<file path="src/rtl/hps_command_decoder.sv">
// HPS command front-end: strobe synchroniser, 4-phase handshake FSM, command decode and status word.
// Optional HPS_CMD_COUNT_EN: status[31:16] counts acked commands.
module hps_command_decoder #(
    parameter int SYNC_STAGES = 2,
    parameter int ADDR_W      = 15,
    parameter int PIX_W       = 8,
    parameter int RAM_DEPTH   = 19200
) (
    input  logic              CLOCK_50,
    input  logic              reset,
    input  logic [31:0]       hps_data_in,
    input  logic              hps_control_in,
    input  logic              controller_done,
    input  logic [2:0]        controller_zoom_level,
    output logic [31:0]       fpga_status_out,
    output logic              cmd_reset_pulse,
    output logic              cmd_zoom_in_pulse,
    output logic              cmd_zoom_out_pulse,
    output logic              cmd_return_pulse,
    output logic [1:0]        cmd_algorithm_select,
    output logic              cmd_multiple_sw_error,
    output logic              cmd_no_sw_error,
    output logic [ADDR_W-1:0] ram_wraddress,
    output logic [PIX_W-1:0]  ram_data_in,
    output logic              ram_wren,
    output logic [1:0]        debug_state
);

    // Handshake: HPS raises hps_control_in with hps_data_in stable, waits for ack=1,
    // drops the strobe, and the decoder clears ack once the low strobe is seen.
    typedef enum logic [1:0] {
        IDLE     = 2'd0,
        CAPTURE  = 2'd1,
        EXEC     = 2'd2,
        ACK_WAIT = 2'd3
    } state_t;

    localparam logic [3:0] OP_NOP       = 4'd0;
    localparam logic [3:0] OP_RESET     = 4'd1;
    localparam logic [3:0] OP_ZOOM_IN   = 4'd2;
    localparam logic [3:0] OP_ZOOM_OUT  = 4'd3;
    localparam logic [3:0] OP_RETURN    = 4'd4;
    localparam logic [3:0] OP_SET_ALG   = 4'd5;
    localparam logic [3:0] OP_WRITE_PIX = 4'd6;

    state_t              state;
    logic [SYNC_STAGES-1:0] sync_q;
    logic                strobe_s;
    logic                strobe_prev;
    logic                ack;
    logic                result_ready;
    logic                cmd_error;
    logic [2:0]          zoom_q;
    logic [3:0]          opcode_q;
    logic [15:0]         count_field;

    logic [3:0]          opcode;
    logic [3:0]          switches;
    logic [ADDR_W-1:0]   addr_field;
    logic                addr_ok;
    logic                clear_rr;
    logic                ready;
    wire                 unused_ok = &{1'b0, hps_data_in};

    // The synchroniser is deliberately not reset so a strobe held high across reset stays high.
    always_ff @(posedge CLOCK_50) begin
        sync_q <= {sync_q[SYNC_STAGES-2:0], hps_control_in};
    end

    assign strobe_s   = sync_q[SYNC_STAGES-1];
    assign opcode     = hps_data_in[31:28];
    assign switches   = hps_data_in[3:0];
    assign addr_field = hps_data_in[8 +: ADDR_W];
    assign addr_ok    = 32'(addr_field) < 32'(RAM_DEPTH);
    assign clear_rr   = (opcode_q == OP_RESET) || (opcode_q == OP_ZOOM_IN) ||
                        (opcode_q == OP_ZOOM_OUT) || (opcode_q == OP_RETURN);
    assign ready      = (state == IDLE) && !strobe_s;

    always_ff @(posedge CLOCK_50) begin
        if (reset) begin
            state                 <= IDLE;
            strobe_prev           <= 1'b1;
            ack                   <= 1'b0;
            cmd_reset_pulse       <= 1'b0;
            cmd_zoom_in_pulse     <= 1'b0;
            cmd_zoom_out_pulse    <= 1'b0;
            cmd_return_pulse      <= 1'b0;
            cmd_algorithm_select  <= 2'd0;
            cmd_multiple_sw_error <= 1'b0;
            cmd_no_sw_error       <= 1'b1;
            ram_wraddress         <= '0;
            ram_data_in           <= '0;
            ram_wren              <= 1'b0;
            result_ready          <= 1'b0;
            cmd_error             <= 1'b0;
            zoom_q                <= 3'd0;
            opcode_q              <= 4'd0;
        end else begin
            cmd_reset_pulse    <= 1'b0;
            cmd_zoom_in_pulse  <= 1'b0;
            cmd_zoom_out_pulse <= 1'b0;
            cmd_return_pulse   <= 1'b0;
            ram_wren           <= 1'b0;
            zoom_q             <= controller_zoom_level;
            strobe_prev        <= strobe_s;

            // A clear in the EXEC cycle beats a coincident controller_done.
            if (state == EXEC && clear_rr) begin
                result_ready <= 1'b0;
            end else if (controller_done) begin
                result_ready <= 1'b1;
            end

            case (state)
                IDLE: begin
                    if (strobe_s && !strobe_prev) begin
                        state <= CAPTURE;
                    end
                end
                CAPTURE: begin
                    opcode_q <= opcode;
                    state    <= EXEC;
                    case (opcode)
                        OP_NOP: cmd_error <= 1'b0;
                        OP_RESET: begin
                            cmd_reset_pulse       <= 1'b1;
                            cmd_algorithm_select  <= 2'd0;
                            cmd_no_sw_error       <= 1'b1;
                            cmd_multiple_sw_error <= 1'b0;
                            cmd_error             <= 1'b0;
                        end
                        OP_ZOOM_IN: begin
                            cmd_zoom_in_pulse <= 1'b1;
                            cmd_error         <= 1'b0;
                        end
                        OP_ZOOM_OUT: begin
                            cmd_zoom_out_pulse <= 1'b1;
                            cmd_error          <= 1'b0;
                        end
                        OP_RETURN: begin
                            cmd_return_pulse <= 1'b1;
                            cmd_error        <= 1'b0;
                        end
                        OP_SET_ALG: begin
                            cmd_error <= 1'b0;
                            case (switches)
                                4'b0000: begin
                                    cmd_no_sw_error       <= 1'b1;
                                    cmd_multiple_sw_error <= 1'b0;
                                end
                                4'b0001, 4'b0010, 4'b0100, 4'b1000: begin
                                    cmd_no_sw_error       <= 1'b0;
                                    cmd_multiple_sw_error <= 1'b0;
                                    case (switches)
                                        4'b0010: cmd_algorithm_select <= 2'd1;
                                        4'b0100: cmd_algorithm_select <= 2'd2;
                                        4'b1000: cmd_algorithm_select <= 2'd3;
                                        default: cmd_algorithm_select <= 2'd0;
                                    endcase
                                end
                                default: begin
                                    cmd_no_sw_error       <= 1'b0;
                                    cmd_multiple_sw_error <= 1'b1;
                                end
                            endcase
                        end
                        OP_WRITE_PIX: begin
                            if (addr_ok) begin
                                ram_wren      <= 1'b1;
                                ram_wraddress <= addr_field;
                                ram_data_in   <= hps_data_in[PIX_W-1:0];
                                cmd_error     <= 1'b0;
                            end else begin
                                cmd_error <= 1'b1;
                            end
                        end
                        default: cmd_error <= 1'b1;
                    endcase
                end
                EXEC: begin
                    ack   <= 1'b1;
                    state <= ACK_WAIT;
                end
                ACK_WAIT: begin
                    if (!strobe_s) begin
                        ack   <= 1'b0;
                        state <= IDLE;
                    end
                end
                default: state <= IDLE;
            endcase
        end
    end

`ifdef HPS_CMD_COUNT_EN
    logic [15:0] cmd_count;

    // Every command leaves EXEC exactly once, at the edge that raises ack.
    always_ff @(posedge CLOCK_50) begin
        if (reset) begin
            cmd_count <= 16'd0;
        end else if (state == EXEC) begin
            cmd_count <= cmd_count + 16'd1;
        end
    end

    assign count_field = cmd_count;
`else
    assign count_field = 16'd0;
`endif

    assign fpga_status_out = {count_field, 5'd0, cmd_error, ack, cmd_multiple_sw_error,
                              cmd_no_sw_error, cmd_algorithm_select, zoom_q,
                              result_ready, ready};
    assign debug_state     = state;

endmodule

</file>
<file path="config.mk">
export PLATFORM = sky130hd
export DESIGN_NAME = hps_command_decoder
export DESIGN_NICKNAME = d
export VERILOG_FILES = /design/src/rtl/hps_command_decoder.sv
export SDC_FILE = /design/constraint.sdc
export NUM_CORES = 1
export LEC_CHECK = 0
export ABC_AREA = 1
export BUFFER_PORTS_ARGS = -buffer_cell sky130_fd_sc_hd__buf_2
export CAP_MARGIN = 10
export CORE_ASPECT_RATIO = 0.75
export CORE_MARGIN = 1.5
export CORE_UTILIZATION = 46
export CTS_CLUSTER_DIAMETER = 150
export DETAILED_ROUTE_END_ITERATION = 16
export PLACE_DENSITY = 0.79
export SLEW_MARGIN = 5
export SYNTH_ARGS = -nofsm -noshare
export SYNTH_HDL_FRONTEND = slang
export SYNTH_SLANG_ARGS = --single-unit
</file>
<file path="constraint.sdc">
create_clock -name CLOCK_50 -period 1.9 [get_ports CLOCK_50]
set_input_delay 0.38 -clock CLOCK_50 [delete_from_list [all_inputs] [get_ports CLOCK_50]]
set_output_delay 0.38 -clock CLOCK_50 [all_outputs]
set_load 0.02 [all_outputs]
</file>
==> results.py, run 1 <==
metrics = {
    "global_route": {
        "antenna_found_initial": 0,
        "grt_pass1_vias": 1585,
        "grtUsageTotal_pct": 16.8,
        "overflow": 0,
        "grt_pass1_wl_mm": 7.09,
        "grt_max_degree": 27,
    },
    "clock_network": {
        "cts_resized": 0,
        "cts_made_buffers": 5,
        "clk-insertion-delay-late_ns": 0.29,
        "ctsHoldBuffers": 0,
        "htree_levels": 2,
        "clk_pin_slew_ns": 0.09,
        "cts_buffer_depth": 2,
        "cts_tree": "done",
        "clockRootBuffer": "clkbuf_8",
        "post_cts_buffers": 0,
        "cts_num_sinks": 47,
    },
    "pwr": {
        "power_mw": 2.45,
        "p_leak_nw": 1.41,
        "powerDensity_nw_per_um2": 938,
        "ir_drop_mv": 0.469,
    },
    "sta": {
        "period_share_pct": 89.9,
        "setup_viol": 0,
        "hold_viol_final": 0,
        "rsz0062_at_grt": "no",
        "fin_crit_ns": 1.71,
        "setup_tns_ns": 0,
        "finClkSkew_ns": 0.00851,
        "slew_viol_final": 0,
        "max_clock_freq_mhz": 586,
    },
    "setup_path": {
        "crit_slowest_cell": "dfxtp_1",
        "worstPathRequired_ns": 2.13,
        "slowest_delay_ns": 0.34,
        "cp_max_fo": 8,
        "worst_ep_arrival_time_ns": 1.94,
        "path_class": "reg -> reg",
        "cp_cell_sequence": "inv_1, ha_1, inv_1, nor3_4, inv_1, nor2_1, nor2_1, nor2_1",
        "endpoint_kind": "flip-flop",
        "startpoint_type": "flip-flop",
    },
    "logic_synthesis": {
        "synth_warnings": 0,
        "netlist_area_um2": 2200,
        "avgSynthCellArea_um2": 7.27,
        "ys_seq_area_share_pct": 42.7,
        "synthArstFlopShare_pct": 0,
        "synth_top_cell_by_area": "dfxtp_1",
        "synth_edf_count": 0,
        "synth_top_area_share_pct": 42.7,
        "ys_seq_elements": 47,
        "yosysUniqueCellTypes": 25,
        "yosys-top-cells-count": "nand2_1, nor2_1, dfxtp_1",
        "synth.top_cells.by_area": "dfxtp_1, nand2_1, nor2_1",
        "syn_inst": 303,
        "ys.flop_type": "dfxtp_1",
    },
    "cells_and_area": {
        "nNetsFinal": 417,
        "multiInputGateArea_um2": 911,
        "antenna_cells": 0,
        "area.growth.synth_to_final_pct": 18.4,
        "fillers": 439,
        "seq_area_um2": 941,
        "drive_above_1_share_pct": 26.2,
    },
    "flow_run": {
        "cap_violations": 0,
    },
    "detailed_routing": {
        "first_pass_iters": 4,
        "ant_nets": 0,
        "wl_met3_um": 266,
        "viasPerCell": 4.39,
        "highest_layer": "met4",
        "initialDrtViolationCount": 85,
        "wl_mm": 4.21,
        "wl_met2_mm": 1.88,
        "num_vias": 1891,
        "drc": 0,
        "wire_per_inst_um": 9.78,
        "wl_met1_mm": 2.03,
    },
    "die": {
        "start_util_pct": 48.8,
        "ios": 105,
        "fp.dieW_um": 82.9,
        "rows": 21,
        "core_area_um2": 4520,
        "die_area_um2": 5220,
        "die_y_um": 62.9,
    },
    "outcome": {
        "status": "finished clean",
    },
    "placed_design": {
        "port_buffers": 78,
        "dpl.hpwl_mm": 3.20,
        "gp_congestion": 0.781,
    },
    "worst_hold_path": {
        "hold_class": "in -> reg",
    },
}
[registers in the layout, summed over array words and instances, names as in the netlist, 2 cells and up]
register / cells
cmd_algorithm_select: 2
debug_state: 2
opcode_q: 4
ram_data_in: 8
ram_wraddress: 15
sync_q: 2
zoom_q: 3
[layout by cell type, fill, tap and decap left out, drive strengths merged]
cell,netlist,layout
o21ai,12,12
buf,35,81
nand4,2,2
nor2,67,67
clkinv,1,2
xor2,1,1
nand2,67,67
conb,1,21
a211oi,3,3
nand3,7,7
nor3,7,7
a31oi,2,2
inv,37,37
bufinv,0,1
a21oi,6,6
ha,5,5
clkbuf,3,6
dfxtp,47,47
[kinds of logic (layout without fill, tap and decap cells)]
| family | after synthesis | after routing | share of synthesized area [%] |
|---|---|---|---|
| compound gates | 23 | 23 | 5.85 |
| xor+xnor | 1 | 1 | 0.398 |
| fa+ha+maj | 5 | 5 | 2.84 |
| buf+inv | 76 | 127 | 19.4 |
| flops | 47 | 47 | 42.7 |
| other cells | 1 | 21 | 0.170 |
| simple gates | 150 | 150 | 28.7 |
[worst max-delay path: cells and delay by family, from the launching register on]
family / cells / cell delay (ns)
AND/OR/NAND/NOR: 4 / 0.60
buffers and inverters: 3 / 0.36
flip-flops: 1 / 0.34
adder cells (fa/ha/maj): 1 / 0.33
[routing by layer]
layer	track usage (%)	up-vias
li1	-	1006
met1	21.7	831
met2	27.0	52
met3	4.76	2
met4	5.83	0
met5	0	-
[path summary, 6_finish.rpt]
path / startpoint / end / slack [ns] / cells after the start
setup reg to reg: debug_state[1] / cmd_algorithm_select[1] / 0.19 / 8
hold / removal: hps_control_in / sync_q[0] / 0.19 / 1
hold reg to reg: sync_q[0] / sync_q[1] / 0.35 / 0
setup / recovery: debug_state[1] / cmd_algorithm_select[1] / 0.19 / 8
[per-stage QoR]
step	hold slack, ns	utilization (%)	area [um2]	setup WS (ns)	cells
4_1_cts	0.182	57.7	2610	0.186	431
3_3_place_gp	0.310	55.1	2490	0.278	423
2_1_floorplan	0.310	-	2280	0.373	323
5_1_grt	0.172	57.7	2610	0.0203	431
6_report	0.194	57.7	2610	0.193	431
3_5_place_dp	0.329	55.1	2490	0.223	423
[cell type report]
type | count | share of cell area [%]
Sequential cell | 47 | 36.1
Multi-Input combinational cell | 200 | 34.9
Clock inverter | 2 | 1.34
Clock buffer | 6 | 3.17
Timing Repair Buffer | 81 | 16.3
Inverter | 38 | 5.47
Tap cell | 57 | 2.73
[where the power goes]
group          leakage [nW]  total, mW  switching [mW]  internal (mW)
clock network        0.0612      0.741           0.315          0.426
logic                 0.961      0.581           0.386          0.195
registers             0.383       1.13          0.0483           1.08
No activity file was read; power rests on OpenSTA's default activity.
==> run 2, diff against run 1 <==
--- a/config.mk
+++ b/config.mk
@@ -10,10 +10,10 @@
 export CAP_MARGIN = 10
 export CORE_ASPECT_RATIO = 0.75
 export CORE_MARGIN = 1.5
-export CORE_UTILIZATION = 46
+export CORE_UTILIZATION = 42
 export CTS_CLUSTER_DIAMETER = 150
 export DETAILED_ROUTE_END_ITERATION = 16
-export PLACE_DENSITY = 0.79
+export PLACE_DENSITY = 0.76
 export SLEW_MARGIN = 5
 export SYNTH_ARGS = -nofsm -noshare
 export SYNTH_HDL_FRONTEND = slang
==> constraint.sdc (replaced) <==
create_clock -name CLOCK_50 -period 1.5 [get_ports CLOCK_50]
set_input_delay 0.3 -clock CLOCK_50 [delete_from_list [all_inputs] [get_ports CLOCK_50]]
set_output_delay 0.3 -clock CLOCK_50 [all_outputs]
set_load 0.02 [all_outputs]
==> run 2 against run 1 <==
Net effect: global-route usage fell by 1.6 points; first-iteration DRC count rose by 3.5%; non-clock buffer count rose by 8; critical path depth fell by 3; power rose by 25%; die area rose by 9.1%; via count fell by 0.48%; cell area rose by 4.0%; sequential share of layout area fell by 1.3 points; clock-buffer cell count did not move.
==> results.py, run 2 (synthesized netlist as in run 1, its figures left out) <==
metrics = {
    "outcome": {
        "status": "finished clean",
    },
    "setup_path": {
        "crit_slowest_cell": "dfxtp_2",
        "ff2ff_path_depth": 8,
        "path_class": "reg -> out",
        "cp_max_fo": 4,
        "cp_cell_sequence": "inv_2, ha_1, nand2_1, inv_1, buf_2",
        "cp-startpoint": "debug_state[0]",
        "startpoint_type": "flip-flop",
        "endpoint_kind": "primary output",
        "critPathBufInv": 3,
        "worst_ep_arrival_time_ns": 1.14,
        "worstPathRequired_ns": 1.20,
        "r2r-start": "debug_state[1]",
        "slowest_delay_ns": 0.36,
        "ff2ff_setup_slack_ns": 0.15,
        "setup.worst_path.end": "fpga_status_out[0]",
        "worstReg2RegEnd": "cmd_algorithm_select[0]",
        "cp_top_family": "flip-flops",
        "cp_num_cells": 5,
    },
    "cells_and_area": {
        "antenna_cells": 0,
        "regMostFlops": "ram_wraddress",
        "mostFrequentLayoutCell": "buf_2",
        "fillers": 492,
        "area.growth.synth_to_final_pct": 23.1,
        "drive_above_1_share_pct": 29.8,
        "mostFrequentLayoutCells": "buf_2, nand2_1, nor2_1",
        "final_cells": 454,
        "nNetsFinal": 425,
        "largest_reg_flops": 15,
        "reg_top3": "ram_wraddress x15, ram_data_in x8, opcode_q x4",
    },
    "pwr": {
        "powerDensity_nw_per_um2": 1130,
        "p_leak_nw": 1.44,
        "ir_drop_mv": 0.351,
        "power_mw": 3.06,
    },
    "sta": {
        "worst_slack_ns": 0.0581,
        "max_clock_freq_mhz": 694,
        "fin_crit_ns": 1.44,
        "finClkSkew_ns": 0.00798,
        "slew_viol_final": 0,
        "setup_viol": 0,
        "rsz0062_at_grt": "yes",
        "whs_ns": 0.101,
        "hold_viol_final": 0,
        "setup_tns_ns": 0,
        "period_share_pct": 96.1,
    },
    "detailed_routing": {
        "first_pass_iters": 4,
        "wire_per_inst_um": 9.85,
        "num_vias": 1882,
        "viasPerCell": 4.15,
        "wl_mm": 4.47,
        "initialDrtViolationCount": 88,
        "drc": 0,
        "ant_nets": 0,
    },
    "global_route": {
        "overflow": 0,
        "grt_pass1_wl_mm": 6.73,
        "grtUsageTotal_pct": 15.2,
        "antenna_found_initial": 0,
        "grt_max_degree": 46,
        "grt_pass1_vias": 1559,
    },
    "placed_design": {
        "pre_cts_slack_ns": 0.0404,
        "dp_cells": 443,
        "gp_congestion": 0.830,
        "port_buffers": 78,
        "dpl.hpwl_mm": 3.24,
    },
    "worst_hold_path": {
        "hold_class": "in -> reg",
    },
    "clock_network": {
        "htree_levels": 2,
        "cts_tree": "done",
        "cts_made_buffers": 5,
        "clockRootBuffer": "clkbuf_8",
        "cts_num_sinks": 47,
        "clk-insertion-delay-late_ns": 0.30,
        "cts_buffer_depth": 2,
        "ctsHoldBuffers": 0,
        "clk_pin_slew_ns": 0.08,
    },
    "die": {
        "die_area_um2": 5690,
        "fp.dieW_um": 86.6,
        "start_util_pct": 44.2,
        "core_area_um2": 4980,
        "die_y_um": 65.7,
        "ios": 105,
        "rows": 22,
    },
    "flow_run": {
        "cap_violations": 0,
    },
}
==> run 2: area by class of cell <==
cell class,instances,area [um2],area share [%]
clock buffers,6,82.6,3.04
clock inverters,2,16.3,0.600
inverters,38,143,5.26
multi-input cells,200,922,34.0
flip-flops and latches,47,943,34.8
well taps,72,90.1,3.32
repair buffers,89,515,19.0
==> run 2: per-layer routing <==
metal / up-vias / track usage, % / wire [um]
met3: 7 / 3.64 / 243
met2: 62 / 23.9 / 1900
met4: 0 / 7.86 / 68
met1: 795 / 19.3 / 2260
li1: 1018 / - / -
met5: - / 0 / 0
==> run 2: worst min path at each step <==
stage	endpoint	cells past startpoint	slack [ns]	startpoint
after floorplan	sync_q[1]	0	0.31	sync_q[0]
after global placement	sync_q[1]	0	0.31	sync_q[0]
after detailed placement	sync_q[1]	0	0.31	sync_q[0]
after CTS	sync_q[0]	1	0.1	hps_control_in
after global routing	sync_q[0]	1	0.09	hps_control_in
final	sync_q[0]	1	0.10	hps_control_in
==> run 2: report_power, final <==
| group | internal [mW] | switching, mW |
|---|---|---|
| combinational | 0.323 | 0.516 |
| clock | 0.376 | 0.422 |
| sequential | 1.37 | 0.0565 |
| total | 2.07 | 0.995 |
==> run 2: stage by stage <==
| step | utilization (%) | area (um2) |
|---|---|---|
| global route | 54.4 | 2710 |
| global placement | 51.4 | 2560 |
| CTS | 53.6 | 2670 |
| finish | 54.4 | 2710 |
| floorplan | - | 2280 |
| detailed placement | 51.4 | 2560 |
==> run 2: timing repair <==
action / 4_1_cts / 5_1_grt
setup buffers: 1 / 1
setup endpoints to repair: 1 / 9
resized for setup: 0 / 6
pin swaps: 0 / 1
endpoints found under the hold margin: 0 / 0
cloned: 0 / 1
==> run 3, diff against run 2 <==
--- a/config.mk
+++ b/config.mk
@@ -6,7 +6,7 @@
 export NUM_CORES = 1
 export LEC_CHECK = 0
 export ABC_AREA = 1
-export BUFFER_PORTS_ARGS = -buffer_cell sky130_fd_sc_hd__buf_2
+export BUFFER_PORTS_ARGS = -buffer_cell sky130_fd_sc_hd__buf_4
 export CAP_MARGIN = 10
 export CORE_ASPECT_RATIO = 0.75
 export CORE_MARGIN = 1.5
==> run 3 against run 2 <==
Net effect: global-route usage is 0.77 points higher; combinational power is 7.4% higher; sequential power hardly changed; clock skew is 0.0048 ns lower; register-to-register slack worse by 0.07 ns; die area stayed put; via count is 2.9% higher; first-iteration DRC count is 26% lower; clock power is 11% higher; worst hold slack better by 0.0052 ns; power is 5.0% higher; critical path type is now reg -> reg; largest power group unchanged.
==> results.py, run 3 (synthesized netlist as in run 1, its figures left out) <==
metrics = {
    "die": {
        "ios": 105,
        "core_area_um2": 4980,
        "die_y_um": 65.7,
        "fp.dieW_um": 86.6,
        "start_util_pct": 44.2,
        "rows": 22,
        "die_area_um2": 5690,
    },
    "clock_network": {
        "ctsHoldBuffers": 0,
        "clk_pin_slew_ns": 0.08,
        "cts_made_buffers": 5,
        "cts_buffer_depth": 2,
        "clk-insertion-delay-late_ns": 0.29,
        "cts_num_sinks": 47,
        "clockRootBuffer": "clkbuf_8",
        "htree_levels": 2,
        "cts_tree": "done",
    },
    "cells_and_area": {
        "antenna_cells": 0,
        "area.growth.synth_to_final_pct": 31.3,
        "final_cells": 452,
        "fin_util_pct": 58.1,
        "drive_above_1_share_pct": 29.5,
        "nNetsFinal": 424,
        "final_cell_area_um2": 2890,
        "largest_reg_flops": 15,
        "regMostFlops": "ram_wraddress",
        "fillers": 445,
        "mostFrequentLayoutCells": "buf_4, nand2_1, nor2_1",
        "reg_top3": "ram_wraddress x15, ram_data_in x8, opcode_q x4",
        "mostFrequentLayoutCell": "buf_4",
    },
    "outcome": {
        "status": "finished clean",
    },
    "sta": {
        "hold_viol_final": 0,
        "setup_viol": 0,
        "slew_viol_final": 0,
        "rsz0062_at_grt": "yes",
        "fin_crit_ns": 1.42,
        "setup_tns_ns": 0,
        "period_share_pct": 94.4,
        "finClkSkew_ns": 0.00321,
        "max_clock_freq_mhz": 706,
    },
    "global_route": {
        "overflow": 0,
        "grtUsageTotal_pct": 15.9,
        "antenna_found_initial": 0,
        "grt_pass1_vias": 1597,
        "grt_max_degree": 46,
        "grt_pass1_wl_mm": 7.02,
    },
    "detailed_routing": {
        "first_pass_iters": 6,
        "initialDrtViolationCount": 65,
        "drc": 0,
        "num_vias": 1937,
        "ant_nets": 0,
        "wire_per_inst_um": 10.3,
        "viasPerCell": 4.29,
        "wl_mm": 4.67,
    },
    "setup_path": {
        "endpoint_kind": "flip-flop",
        "path_class": "reg -> reg",
        "worstPathRequired_ns": 1.73,
        "worst_ep_arrival_time_ns": 1.65,
        "cp_max_fo": 6,
        "startpoint_type": "flip-flop",
    },
    "placed_design": {
        "placed_area_um2": 2730,
        "gp_congestion": 0.789,
        "dpl.hpwl_mm": 3.38,
        "port_buffers": 78,
        "dp_cells": 441,
    },
    "pwr": {
        "powerDensity_nw_per_um2": 1110,
        "p_leak_nw": 1.46,
        "ir_drop_mv": 0.506,
        "power_mw": 3.22,
    },
    "flow_run": {
        "cap_violations": 0,
    },
    "worst_hold_path": {
        "hold_class": "in -> reg",
    },
}
-- run 3: cell types whose count changed in the layout (fill, tap and decap cells not counted), sizes merged --
| cell | change |
|---|---|
| buf | -1 |
| bufinv | +1 |
| clkbuf | -1 |
| clkinv | -1 |
-- run 3: per-layer routing --
metal  share of wire [%]  global-route usage (%)  wire [um]
met5                   0                       0          0
met4                 1.6                    6.85         74
met3                 6.3                    3.77        295
met2                  46                    26.7       2160
met1                  46                    19.6       2140
-- run 3: path summary, 6_finish.rpt --
kind | depth (start not counted) | slack (ns) | to | startpoint
min | 1 | 0.11 | sync_q[0] | hps_control_in
max reg2reg | 8 | 0.08 | cmd_algorithm_select[0] | debug_state[0]
min reg2reg | 0 | 0.33 | sync_q[1] | sync_q[0]
max | 8 | 0.08 | cmd_algorithm_select[0] | debug_state[0]
-- run 3: cell type report --
class | count | area (um2) | area share, %
inverter | 38 | 143 | 4.93
clock buffer | 5 | 68.8 | 2.38
timing repair buffer | 88 | 691 | 23.9
tap | 72 | 90.1 | 3.11
clock inverter | 2 | 37.5 | 1.30
multi-input combinational | 200 | 921 | 31.8
sequential | 47 | 943 | 32.6
-- run 3: repair_timing --
item | 4_1_cts | 5_1_grt
buffers inserted | 2 | 1
endpoints found under the hold margin | 0 | 0
resized for setup | 0 | 6
pin swaps | 0 | 1
gates cloned | 0 | 1
endpoints found under the setup margin | 1 | 18
-- run 3: per-stage QoR --
stage	worst slack, ns	hold WS [ns]
after floorplan	0.0443	0.310
after global placement	0.0485	0.312
after detailed placement	0.0128	0.314
final	0.0834	0.107
after global routing	-0.0247	0.0961
after CTS	0.0240	0.0967
-- run 3: worst max-delay path, cell delays in order (launching register included) --
cell and delay (ns):
dfxtp_2 0.35, buf_4 0.11, ha_2 0.20, inv_1 0.09, nor3_4 0.26, inv_1 0.08, nor2_2 0.12, nor2_1 0.05
nor2_1 0.09
-- run 3: power breakdown --
group	internal, mW	switching, mW	leakage, nW
combinational	0.386	0.515	1.03
clock	0.487	0.397	0.0502
sequential	1.37	0.0610	0.383
